===== config.mk =====
export PLATFORM = sky130hd
export DESIGN_NAME = conv_cfg_sequencer
export DESIGN_NICKNAME = d
export VERILOG_FILES = /design/src/rtl/conv_cfg_sequencer.sv
export SDC_FILE = /design/constraint.sdc
export NUM_CORES = 1
export LEC_CHECK = 0
export CAP_MARGIN = 40
export CORE_ASPECT_RATIO = 0.6
export CORE_MARGIN = 8
export CORE_UTILIZATION = 30
export CTS_CLUSTER_SIZE = 40
export DETAILED_ROUTE_END_ITERATION = 8
export PLACE_DENSITY_LB_ADDON = 0.15
export RECOVER_POWER = 50
export REMOVE_ABC_BUFFERS = 1
export SLEW_MARGIN = 20
export SYNTH_ARGS = -nofsm -noshare
export SYNTH_HDL_FRONTEND = slang
export SYNTH_SLANG_ARGS = --single-unit

===== constraint.sdc =====
create_clock -name axi_clk -period 10.5 [get_ports axi_clk]
set_clock_uncertainty 0.05 [all_clocks]
set_input_delay 2.1 -clock axi_clk [delete_from_list [all_inputs] [get_ports axi_clk]]
set_output_delay 2.1 -clock axi_clk [all_outputs]
set_load 0.03 [all_outputs]

===== src/rtl/conv_cfg_sequencer.sv =====
// conv_cfg_sequencer: on a start pulse, programs conv_wrap through its
// AXI-Lite-style write channel (soft reset, enable, width, height, KxK
// weights), then waits for the end-of-frame beat and pulses done.
module conv_cfg_sequencer #(
  parameter int KERNEL_SIZE = 3,
  parameter int ADDR_WIDTH  = 10,
  parameter int DATA_WIDTH  = 32,
  parameter int TIMEOUT     = 255
) (
  input  logic                                          axi_clk,
  input  logic                                          axi_reset,
  input  logic                                          start,
  input  logic [15:0]                                   cfg_width,
  input  logic [15:0]                                   cfg_height,
  input  logic [KERNEL_SIZE*KERNEL_SIZE*DATA_WIDTH-1:0] cfg_weights,
  input  logic                                          frame_last,
  output logic                                          busy,
  output logic                                          done,
  output logic                                          error,
  output logic [ADDR_WIDTH-1:0]                         m_axi_awaddr,
  output logic                                          m_axi_awvalid,
  input  logic                                          m_axi_awready,
  output logic [DATA_WIDTH-1:0]                         m_axi_wdata,
  output logic                                          m_axi_wvalid,
  input  logic                                          m_axi_wready,
  input  logic                                          m_axi_bvalid,
  output logic                                          m_axi_bready
);

  localparam int NUM_WEIGHTS = KERNEL_SIZE * KERNEL_SIZE;
  localparam int NUM_WRITES  = 4 + NUM_WEIGHTS;
  localparam int IDX_W       = $clog2(NUM_WRITES);
  localparam int CNT_W       = $clog2(TIMEOUT + 1);
  localparam logic [IDX_W-1:0] LAST_IDX = IDX_W'(NUM_WRITES - 1);
  localparam logic [CNT_W-1:0] CNT_LAST = CNT_W'(TIMEOUT - 1);

  typedef enum logic [2:0] {
    S_IDLE, S_ISSUE, S_RESP, S_WAIT_FRAME, S_DONE, S_ERROR
  } state_t;

  state_t                                  state;
  logic [IDX_W-1:0]                        idx;
  logic [CNT_W-1:0]                        cnt;
  logic                                    aw_done;
  logic                                    w_done;
  logic [15:0]                             width_q;
  logic [15:0]                             height_q;
  logic [NUM_WEIGHTS*DATA_WIDTH-1:0]       weights_q;

  logic                                    aw_hs;
  logic                                    w_hs;
  logic                                    aw_fin;
  logic                                    w_fin;
  logic [IDX_W-1:0]                        idx_next;

  assign aw_hs    = m_axi_awvalid & m_axi_awready;
  assign w_hs     = m_axi_wvalid & m_axi_wready;
  assign aw_fin   = aw_done | aw_hs;
  assign w_fin    = w_done | w_hs;
  assign idx_next = idx + IDX_W'(1);

  // Register address of write-list entry n.
  function automatic logic [ADDR_WIDTH-1:0] entry_addr(input logic [IDX_W-1:0] n);
    logic [31:0] a;
    case (n)
      IDX_W'(0): a = 32'd4;
      IDX_W'(1): a = 32'd0;
      IDX_W'(2): a = 32'd16;
      IDX_W'(3): a = 32'd20;
      default:   a = 32'd8 + 32'(n) * 32'd4;
    endcase
    return ADDR_WIDTH'(a);
  endfunction

  // Write data of entry n, taken from the configuration latched at start.
  function automatic logic [DATA_WIDTH-1:0] entry_data(input logic [IDX_W-1:0] n);
    logic [DATA_WIDTH-1:0] d;
    int                    wi;
    wi = int'(n) - 4;
    case (n)
      IDX_W'(0): d = DATA_WIDTH'(1);
      IDX_W'(1): d = DATA_WIDTH'(1);
      IDX_W'(2): d = DATA_WIDTH'(width_q);
      IDX_W'(3): d = DATA_WIDTH'(height_q);
      default:   d = weights_q[wi*DATA_WIDTH +: DATA_WIDTH];
    endcase
    return d;
  endfunction

  // Capture the configuration when a start is accepted; frozen while busy.
  always_ff @(posedge axi_clk) begin
    if (start && (state == S_IDLE || state == S_ERROR)) begin
      width_q   <= cfg_width;
      height_q  <= cfg_height;
      weights_q <= cfg_weights;
    end
  end

  // Sequencer FSM: issue each write, await its response, then await end of frame.
  always_ff @(posedge axi_clk) begin
    if (axi_reset) begin
      state         <= S_IDLE;
      idx           <= '0;
      cnt           <= '0;
      aw_done       <= 1'b0;
      w_done        <= 1'b0;
      busy          <= 1'b0;
      done          <= 1'b0;
      error         <= 1'b0;
      m_axi_awaddr  <= '0;
      m_axi_awvalid <= 1'b0;
      m_axi_wdata   <= '0;
      m_axi_wvalid  <= 1'b0;
      m_axi_bready  <= 1'b0;
    end else begin
      done <= 1'b0;
      case (state)
        S_IDLE, S_ERROR: begin
          if (start) begin
            idx     <= '0;
            cnt     <= '0;
            aw_done <= 1'b0;
            w_done  <= 1'b0;
            if (cfg_width == 16'd0 || cfg_height == 16'd0) begin
              state <= S_ERROR;
              error <= 1'b1;
              busy  <= 1'b0;
            end else begin
              state <= S_ISSUE;
              error <= 1'b0;
              busy  <= 1'b1;
            end
          end
        end
        S_ISSUE: begin
          // Each channel raises its valid once per entry and drops it after its own handshake.
          if (aw_hs) begin
            m_axi_awvalid <= 1'b0;
            aw_done       <= 1'b1;
          end else if (!aw_done && !m_axi_awvalid) begin
            m_axi_awvalid <= 1'b1;
            m_axi_awaddr  <= entry_addr(idx);
          end
          if (w_hs) begin
            m_axi_wvalid <= 1'b0;
            w_done       <= 1'b1;
          end else if (!w_done && !m_axi_wvalid) begin
            m_axi_wvalid <= 1'b1;
            m_axi_wdata  <= entry_data(idx);
          end
          if (aw_fin && w_fin) begin
            state        <= S_RESP;
            m_axi_bready <= 1'b1;
            cnt          <= '0;
            aw_done      <= 1'b0;
            w_done       <= 1'b0;
          end else if (aw_hs || w_hs) begin
            cnt <= '0;
          end else if (cnt == CNT_LAST) begin
            state         <= S_ERROR;
            error         <= 1'b1;
            busy          <= 1'b0;
            m_axi_awvalid <= 1'b0;
            m_axi_wvalid  <= 1'b0;
            aw_done       <= 1'b0;
            w_done        <= 1'b0;
            cnt           <= '0;
          end else begin
            cnt <= cnt + CNT_W'(1);
          end
        end
        S_RESP: begin
          if (m_axi_bvalid) begin
            m_axi_bready <= 1'b0;
            cnt          <= '0;
            if (idx == LAST_IDX) begin
              state <= S_WAIT_FRAME;
            end else begin
              // Present the next entry straight away so each write costs two cycles.
              idx           <= idx_next;
              state         <= S_ISSUE;
              m_axi_awvalid <= 1'b1;
              m_axi_wvalid  <= 1'b1;
              m_axi_awaddr  <= entry_addr(idx_next);
              m_axi_wdata   <= entry_data(idx_next);
            end
          end else if (cnt == CNT_LAST) begin
            state        <= S_ERROR;
            error        <= 1'b1;
            busy         <= 1'b0;
            m_axi_bready <= 1'b0;
            cnt          <= '0;
          end else begin
            cnt <= cnt + CNT_W'(1);
          end
        end
        S_WAIT_FRAME: begin
          cnt <= '0;
          if (frame_last) begin
            state <= S_DONE;
          end
        end
        S_DONE: begin
          done  <= 1'b1;
          busy  <= 1'b0;
          state <= S_IDLE;
        end
        default: state <= S_IDLE;
      endcase
    end
  end

endmodule

==> reports/qor.json, run 1 <==
{
  "layout_commonest_cell": {"value": "dlygate4sd3_1"},
  "failed_checks": {"value": "max-capacitance violations, max-slew violations"},
  "startpoint_kind_of_the_worst_setup_timing_path": {"value": "input port"},
  "setup_tns": {"value": 0, "unit": "ps"},
  "number_of_buffers_created_by_cts": {"value": 40},
  "die_area": {"value": 67800, "unit": "um^2"},
  "cts_buffer_depth": {"value": 3},
  "status": {"value": "finished with violations"},
  "clkTransAtPathRegs": {"value": 60, "unit": "ps"},
  "timing.critical_path.fanout_max": {"value": 142},
  "seqCellArea": {"value": 10800, "unit": "um^2"},
  "maxClockFrequency": {"value": 165, "unit": "MHz"},
  "remaining_overflow_grt": {"value": 0},
  "rsz0062_at_grt": {"value": "no"},
  "numPortBuffers": {"value": 369},
  "post_cts.repair.setup_buffers": {"value": 0},
  "worstSetupPathType": {"value": "in -> reg"},
  "worstHoldPathType": {"value": "reg -> reg"},
  "power_density": {"value": 162, "unit": "nW/um^2"},
  "grt_pass1_wl": {"value": 90.1, "unit": "mm"},
  "coreArea": {"value": 59000, "unit": "um^2"},
  "initial_utilization": {"value": 30.3, "unit": "%"},
  "num-nets-final": {"value": 1891},
  "routed_wl": {"value": 62.8, "unit": "mm"},
  "most_frequent_cells_in_the_layout": {"value": "322 x dlygate4sd3_1, 320 x edfxtp_1, 126 x mux4_2, 125 x nand2_1, 75 x nor2_1"},
  "syn_inst": {"value": 1203},
  "final_hold_violation_count": {"value": 0},
  "tightestPinTransition": {"value": 2180, "unit": "ps"},
  "yosysSeqAreaShare": {"value": 60.6, "unit": "%"},
  "drt_first_pass_iters": {"value": 6},
  "leakage": {"value": 7.74, "unit": "nW"},
  "fp.dieH": {"value": 205, "unit": "um"},
  "cts_root_buf": {"value": "clkbuf_16"},
  "data_arrival_time_at_the_worst_slack_endpoint": {"value": 6170, "unit": "ps"},
  "setup.worst_path.end_class": {"value": "flip-flop"},
  "cap_viol_max_count": {"value": 1},
  "drc_marker_count_from_the_first_detailed_route_iteration": {"value": 1093},
  "placement_rows": {"value": 69},
  "antenna_found_initial": {"value": 21},
  "grtUsageTotal": {"value": 18.0, "unit": "%"},
  "cts_htree_levels": {"value": 2},
  "critPathRequiredTime": {"value": 10610, "unit": "ps"},
  "timing.final.setup_violations": {"value": 0},
  "synthToLayoutAreaGrowth": {"value": 33.8, "unit": "%"},
  "distinct_cells_synth": {"value": 76},
  "grt_pass1_vias": {"value": 13055},
  "min_tclk_post_route": {"value": 6060, "unit": "ps"},
  "via_per_inst": {"value": 5.35},
  "regToRegSetupSlack": {"value": 5550, "unit": "ps"},
  "cts_num_sinks": {"value": 380},
  "die_w": {"value": 331, "unit": "um"},
  "post_cts_resized": {"value": 0},
  "wl_per_instance": {"value": 26.5, "unit": "um"},
  "asyncSetResetFlopFracSynth": {"value": 0, "unit": "%"},
  "drc": {"value": 0},
  "drive_gt1_share": {"value": 15.0, "unit": "%"},
  "grt_start_max_net_pins": {"value": 143},
  "ys_ff_latch": {"value": 380},
  "vias": {"value": 12684},
  "finalCritPeriodShare": {"value": 57.7, "unit": "%"},
  "maxSlewViolCount": {"value": 48},
  "mappedNetlistArea": {"value": 17800, "unit": "um^2"},
  "ioPinCount": {"value": 375},
  "crit_slowest_cell": {"value": "clkinvlp_2"},
  "yosys_warnings": {"value": 0},
  "worstPathCellList": {"value": "dlygate4sd3_1, or4b_1, clkinvlp_2, buf_16, buf_12"},
  "multi_input_area": {"value": 6560, "unit": "um^2"},
  "antenna_violating_nets_post_route": {"value": 0},
  "post-layout-total-power": {"value": 3.86, "unit": "mW"},
  "fill_cells": {"value": 5423},
  "latest_clock_arrival_within_the_worst_skew_pair": {"value": 560, "unit": "ps"},
  "gp_congestion": {"value": 0.830},
  "cts_tree": {"value": "done"},
  "synth-main-ff-cell": {"value": "edfxtp_1"},
  "synth_edf_count": {"value": 320},
  "maxSlewHeadroom": {"value": -45.9, "unit": "%"},
  "cts_hold_buf": {"value": 0},
  "post_dp_hpwl": {"value": 43.4, "unit": "mm"},
  "max_stage_delay": {"value": 1680, "unit": "ps"},
  "synthesis.area_per_instance": {"value": 14.8, "unit": "um^2"},
  "maximum_ir_drop_on_the_vdd_rail": {"value": 89.6, "unit": "uV"}
}
==> flip-flops by register name, summed over array words and instances, names as in the netlist <==
| signal | cells |
|---|---|
| weights_q | 288 |
| m_axi_wdata | 32 |
| height_q | 16 |
| width_q | 16 |
| cnt | 8 |
| m_axi_awaddr | 5 |
| idx | 4 |
| state | 3 |
| aw_done | 1 |
| busy | 1 |
| done | 1 |
| error | 1 |
| m_axi_awvalid | 1 |
| m_axi_bready | 1 |
| m_axi_wvalid | 1 |
| w_done | 1 |
==> stage by stage <==
step | setup WS [ps] | instance area [um^2] | utilization [%] | hold WS, ps | instances
after CTS | 5780 | 23800 | 40.4 | 425 | 2361
after global routing | 4210 | 23900 | 40.5 | 468 | 2368
after detailed placement | 5190 | 22400 | 38.1 | 415 | 2287
final | 4440 | 23900 | 40.5 | 428 | 2370
after global placement | 5210 | 22200 | 37.7 | 416 | 2277
after floorplan | 1030 | 17400 | - | 429 | 1111
==> per-layer routing <==
layer / up-vias / track usage [%] / wire [um]
met5: - / 0 / 114
met4: 18 / 4.16 / 1130
met3: 102 / 5.20 / 5130
met2: 512 / 26.6 / 27700
met1: 6449 / 26.0 / 28800
li1: 5603 / - / -
==> power breakdown <==
part	internal, mW	leakage, nW	switching (mW)
clock	0.908	0.661	0.624
combinational	0.224	3.55	0.246
sequential	1.79	3.53	0.0699
==> worst paths after layout <==
path              depth (start not counted)                        to                   from
setup / recovery                          5  weights_q[189]$_DFFE_PP_                  start
hold reg to reg                           2         busy$_SDFFE_PP0P_      busy$_SDFFE_PP0P_
setup reg to reg                          5  weights_q[189]$_DFFE_PP_  state[0]$_SDFFE_PP0P_
hold / removal                            2         busy$_SDFFE_PP0P_      busy$_SDFFE_PP0P_
==> synth_stat cells, types with 3 or more instances <==
master | instances | area, um^2
a21oi_1 | 29 | 145
a22oi_1 | 38 | 285
xor2_1 | 4 | 35.0
inv_1 | 8 | 30.0
o22ai_1 | 6 | 37.5
nor2b_1 | 6 | 37.5
buf_4 | 17 | 128
ha_1 | 14 | 175
o2111ai_1 | 3 | 26.3
edfxtp_1 | 320 | 9610
nand3_1 | 26 | 130
buf_1 | 8 | 30.0
and3_1 | 3 | 18.8
buf_6 | 3 | 33.8
a211oi_1 | 19 | 143
a32oi_1 | 3 | 26.3
clkbuf_1 | 30 | 113
a221oi_1 | 30 | 263
a22o_1 | 15 | 131
a2bb2oi_1 | 13 | 114
nor2_1 | 76 | 285
mux2i_1 | 7 | 70.1
nand2b_1 | 5 | 31.3
o21ai_0 | 27 | 135
or3_1 | 16 | 100
and2_1 | 7 | 43.8
a31oi_1 | 3 | 18.8
mux4_2 | 126 | 2840
a311oi_1 | 25 | 219
nand2_1 | 126 | 473
buf_2 | 38 | 190
o211ai_1 | 9 | 67.6
nand4_1 | 4 | 25.0
xnor2_1 | 5 | 43.8
dfxtp_1 | 60 | 1200
o31ai_1 | 3 | 22.5
nor3_1 | 12 | 60.1
nor4_1 | 13 | 81.3
==> cell families after synthesis <==
kind of cell               Yosys count  share of synthesized area (%)
DFF                                380                           60.6
and+or+nand+nor                    310                           8.03
AOI/OAI and AO/OA                  248                           10.5
muxes                              134                           16.4
buffers and inverters              106                           2.99
adders and majority gates           14                          0.981
xor gates and xnor gates            10                          0.533
other                                1                         0.0210
==> critical path: cells and delay by family <==
| family | cells | cell delay, ps |
|---|---|---|
| AND/OR/NAND/NOR | 1 | 300 |
| buffers and inverters | 4 | 3470 |
==> area by class of cell <==
cell class	count	share of cell area [%]
Clock inverter	22	1.26
Timing Repair Buffer	397	17.0
Multi-Input combinational cell	721	27.5
Antenna cell	7	0.0734
Sequential cell	380	45.3
Tap cell	781	4.09
Inverter	10	0.173
Clock buffer	52	4.55
(Power assumes the default switching activity.)
==> run 2: changes to the inputs <==
==> constraint.sdc (replaced) <==
create_clock -name axi_clk -period 5.52 [get_ports axi_clk]
set_clock_uncertainty 0.05 [all_clocks]
set_input_delay 1.104 -clock axi_clk [delete_from_list [all_inputs] [get_ports axi_clk]]
set_output_delay 1.104 -clock axi_clk [all_outputs]
set_load 0.03 [all_outputs]
==> run 2 against run 1 <==
  * The flow still finishes with violations (max-capacitance violations, max-slew violations)
  * Critical endpoint is now m_axi_wdata[9]$_SDFFE_PP0P_
  * Design area barely moved
  * Largest power group unchanged
  * Non-clock buffer count rose by 1
  * Cell count grew 0.21%
==> reports/qor.json, run 2 (synthesized netlist as in run 1, its figures left out) <==
{
  "power_frac_seq": {"value": 48.0, "unit": "%"},
  "cts_buffer_depth": {"value": 3},
  "tightestPinTransition": {"value": 1930, "unit": "ps"},
  "final_hold_violation_count": {"value": 0},
  "timing.final.setup_violations": {"value": 0},
  "worstSetupPathType": {"value": "reg -> reg"},
  "setup.worst_path.end_class": {"value": "flip-flop"},
  "maxClockFrequency": {"value": 227, "unit": "MHz"},
  "data_arrival_time_at_the_worst_slack_endpoint": {"value": 4850, "unit": "ps"},
  "setup_tns": {"value": 0, "unit": "ps"},
  "num-nets-final": {"value": 1895},
  "fin_hold_ws": {"value": 427, "unit": "ps"},
  "gp_congestion": {"value": 0.779},
  "preCtsSetupSlack": {"value": 1650, "unit": "ps"},
  "min_tclk_post_route": {"value": 4400, "unit": "ps"},
  "drive_gt1_share": {"value": 14.9, "unit": "%"},
  "largest_reg_flops": {"value": 288},
  "fin_area": {"value": 23900, "unit": "um^2"},
  "p_sw": {"value": 1.84, "unit": "mW"},
  "die_w": {"value": 331, "unit": "um"},
  "critPathRequiredTime": {"value": 5970, "unit": "ps"},
  "number_of_buffers_created_by_cts": {"value": 43},
  "routed_wl": {"value": 62.6, "unit": "mm"},
  "synthToLayoutAreaGrowth": {"value": 33.9, "unit": "%"},
  "antenna_found_initial": {"value": 29},
  "post_dp_cell_area": {"value": 22500, "unit": "um^2"},
  "maxSlewViolCount": {"value": 95},
  "via_per_inst": {"value": 5.32},
  "maximum_ir_drop_on_the_vdd_rail": {"value": 196, "unit": "uV"},
  "ioPinCount": {"value": 375},
  "drt_first_pass_iters": {"value": 5},
  "p_int": {"value": 5.56, "unit": "mW"},
  "latest_clock_arrival_within_the_worst_skew_pair": {"value": 590, "unit": "ps"},
  "antenna_violating_nets_post_route": {"value": 0},
  "maxSlewHeadroom": {"value": -29.1, "unit": "%"},
  "die_area": {"value": 67800, "unit": "um^2"},
  "grtUsageTotal": {"value": 18.0, "unit": "%"},
  "placement_rows": {"value": 69},
  "power_density": {"value": 309, "unit": "nW/um^2"},
  "most_frequent_cells_in_the_layout": {"value": "324 x dlygate4sd3_1, 320 x edfxtp_1, 126 x mux4_2, 125 x nand2_1, 75 x nor2_1"},
  "cts_root_buf": {"value": "clkbuf_16"},
  "cts_num_sinks": {"value": 380},
  "proportion_of_power_drawn_by_the_clock_network": {"value": 39.9, "unit": "%"},
  "coreArea": {"value": 59000, "unit": "um^2"},
  "post_dp_hpwl": {"value": 44.2, "unit": "mm"},
  "status": {"value": "finished with violations"},
  "drc_marker_count_from_the_first_detailed_route_iteration": {"value": 1108},
  "worstHoldPathType": {"value": "reg -> reg"},
  "grt_pass1_vias": {"value": 13184},
  "cts_tree": {"value": "done"},
  "cap_viol_max_count": {"value": 3},
  "failed_checks": {"value": "max-capacitance violations, max-slew violations"},
  "fp.dieH": {"value": 205, "unit": "um"},
  "timing.critical_path.fanout_max": {"value": 31},
  "grt_pass1_wl": {"value": 89.5, "unit": "mm"},
  "postLayoutSetupSlackWorst": {"value": 1120, "unit": "ps"},
  "layout_commonest_cell": {"value": "dlygate4sd3_1"},
  "max_flop_register": {"value": "weights_q"},
  "post_cts_resized": {"value": 0},
  "initial_utilization": {"value": 30.3, "unit": "%"},
  "rsz0062_at_grt": {"value": "no"},
  "remaining_overflow_grt": {"value": 0},
  "leakage": {"value": 7.77, "unit": "nW"},
  "numPortBuffers": {"value": 369},
  "grt_start_max_net_pins": {"value": 100},
  "post_cts.repair.setup_buffers": {"value": 0},
  "biggestRegsByFlops": {"value": "weights_q: 288 flops, m_axi_wdata: 32 flops"},
  "wl_per_instance": {"value": 26.3, "unit": "um"},
  "finalCritPeriodShare": {"value": 79.8, "unit": "%"},
  "cts_htree_levels": {"value": 2},
  "sw_share": {"value": 24.8, "unit": "%"},
  "cts_hold_buf": {"value": 0},
  "vias": {"value": 12636},
  "comb_power_share": {"value": 12.1, "unit": "%"},
  "startpoint_kind_of_the_worst_setup_timing_path": {"value": "flip-flop"},
  "clkTransAtPathRegs": {"value": 60, "unit": "ps"},
  "drc": {"value": 0}
}
[run 2: path summary, 6_finish.rpt]
check / to / depth (start not counted) / start / slack (ps)
setup / recovery: m_axi_wdata[9]$_SDFFE_PP0P_ / 8 / idx[0]$_SDFFE_PP0P_ / 1120
hold reg to reg: m_axi_awaddr[4]$_SDFFE_PP0P_ / 2 / m_axi_awaddr[4]$_SDFFE_PP0P_ / 430
hold / removal: m_axi_awaddr[4]$_SDFFE_PP0P_ / 2 / m_axi_awaddr[4]$_SDFFE_PP0P_ / 430
setup reg to reg: m_axi_wdata[9]$_SDFFE_PP0P_ / 8 / idx[0]$_SDFFE_PP0P_ / 1120
[run 2: worst max-delay path, cell delays in order (launching register included)]
cell and delay [ps]:
dfxtp_4 640, inv_1 790, ha_1 690, o41ai_1 600, nand2_1 230, nor2_4 690
buf_8 250, a2bb2oi_1 80, a311oi_1 270
[run 2: power by group through the flow]
stage | logic [mW] | clock network (mW) | registers (mW)
floorplan | 0.349 | 0 | 3.70
global placement | 0.935 | 0 | 3.59
detailed placement | 0.951 | 0 | 3.60
CTS | 0.955 | 3.06 | 3.54
global route | 0.962 | 3.15 | 3.57
finish | 0.896 | 2.95 | 3.54
[run 2: final cells by class]
class / count / area, um^2
Tap cell: 781 / 977
Sequential cell: 380 / 10800
Multi-Input combinational cell: 721 / 6560
Clock buffer: 54 / 1120
Inverter: 10 / 41.3
Clock inverter: 25 / 307
Timing Repair Buffer: 398 / 4060
Fill cell: 5472 / 35100
Antenna cell: 6 / 15.0
[run 2: metrics by stage]
stage	utilization [%]	std cells	total power [mW]
after CTS	40.5	2369	7.55
after floorplan	-	1111	4.05
after detailed placement	38.1	2290	4.55
final	40.5	2375	7.39
after global routing	40.5	2372	7.68
after global placement	37.7	2279	4.53
[run 2: layer usage]
| metal | GRT usage (%) | vias to the layer above | share of wire [%] |
|---|---|---|---|
| li1 | - | 5619 | - |
| met1 | 25.1 | 6343 | 45 |
| met2 | 27.0 | 509 | 44 |
| met3 | 5.55 | 143 | 8.8 |
| met4 | 5.01 | 22 | 2.5 |
| met5 | 0 | - | 0.23 |
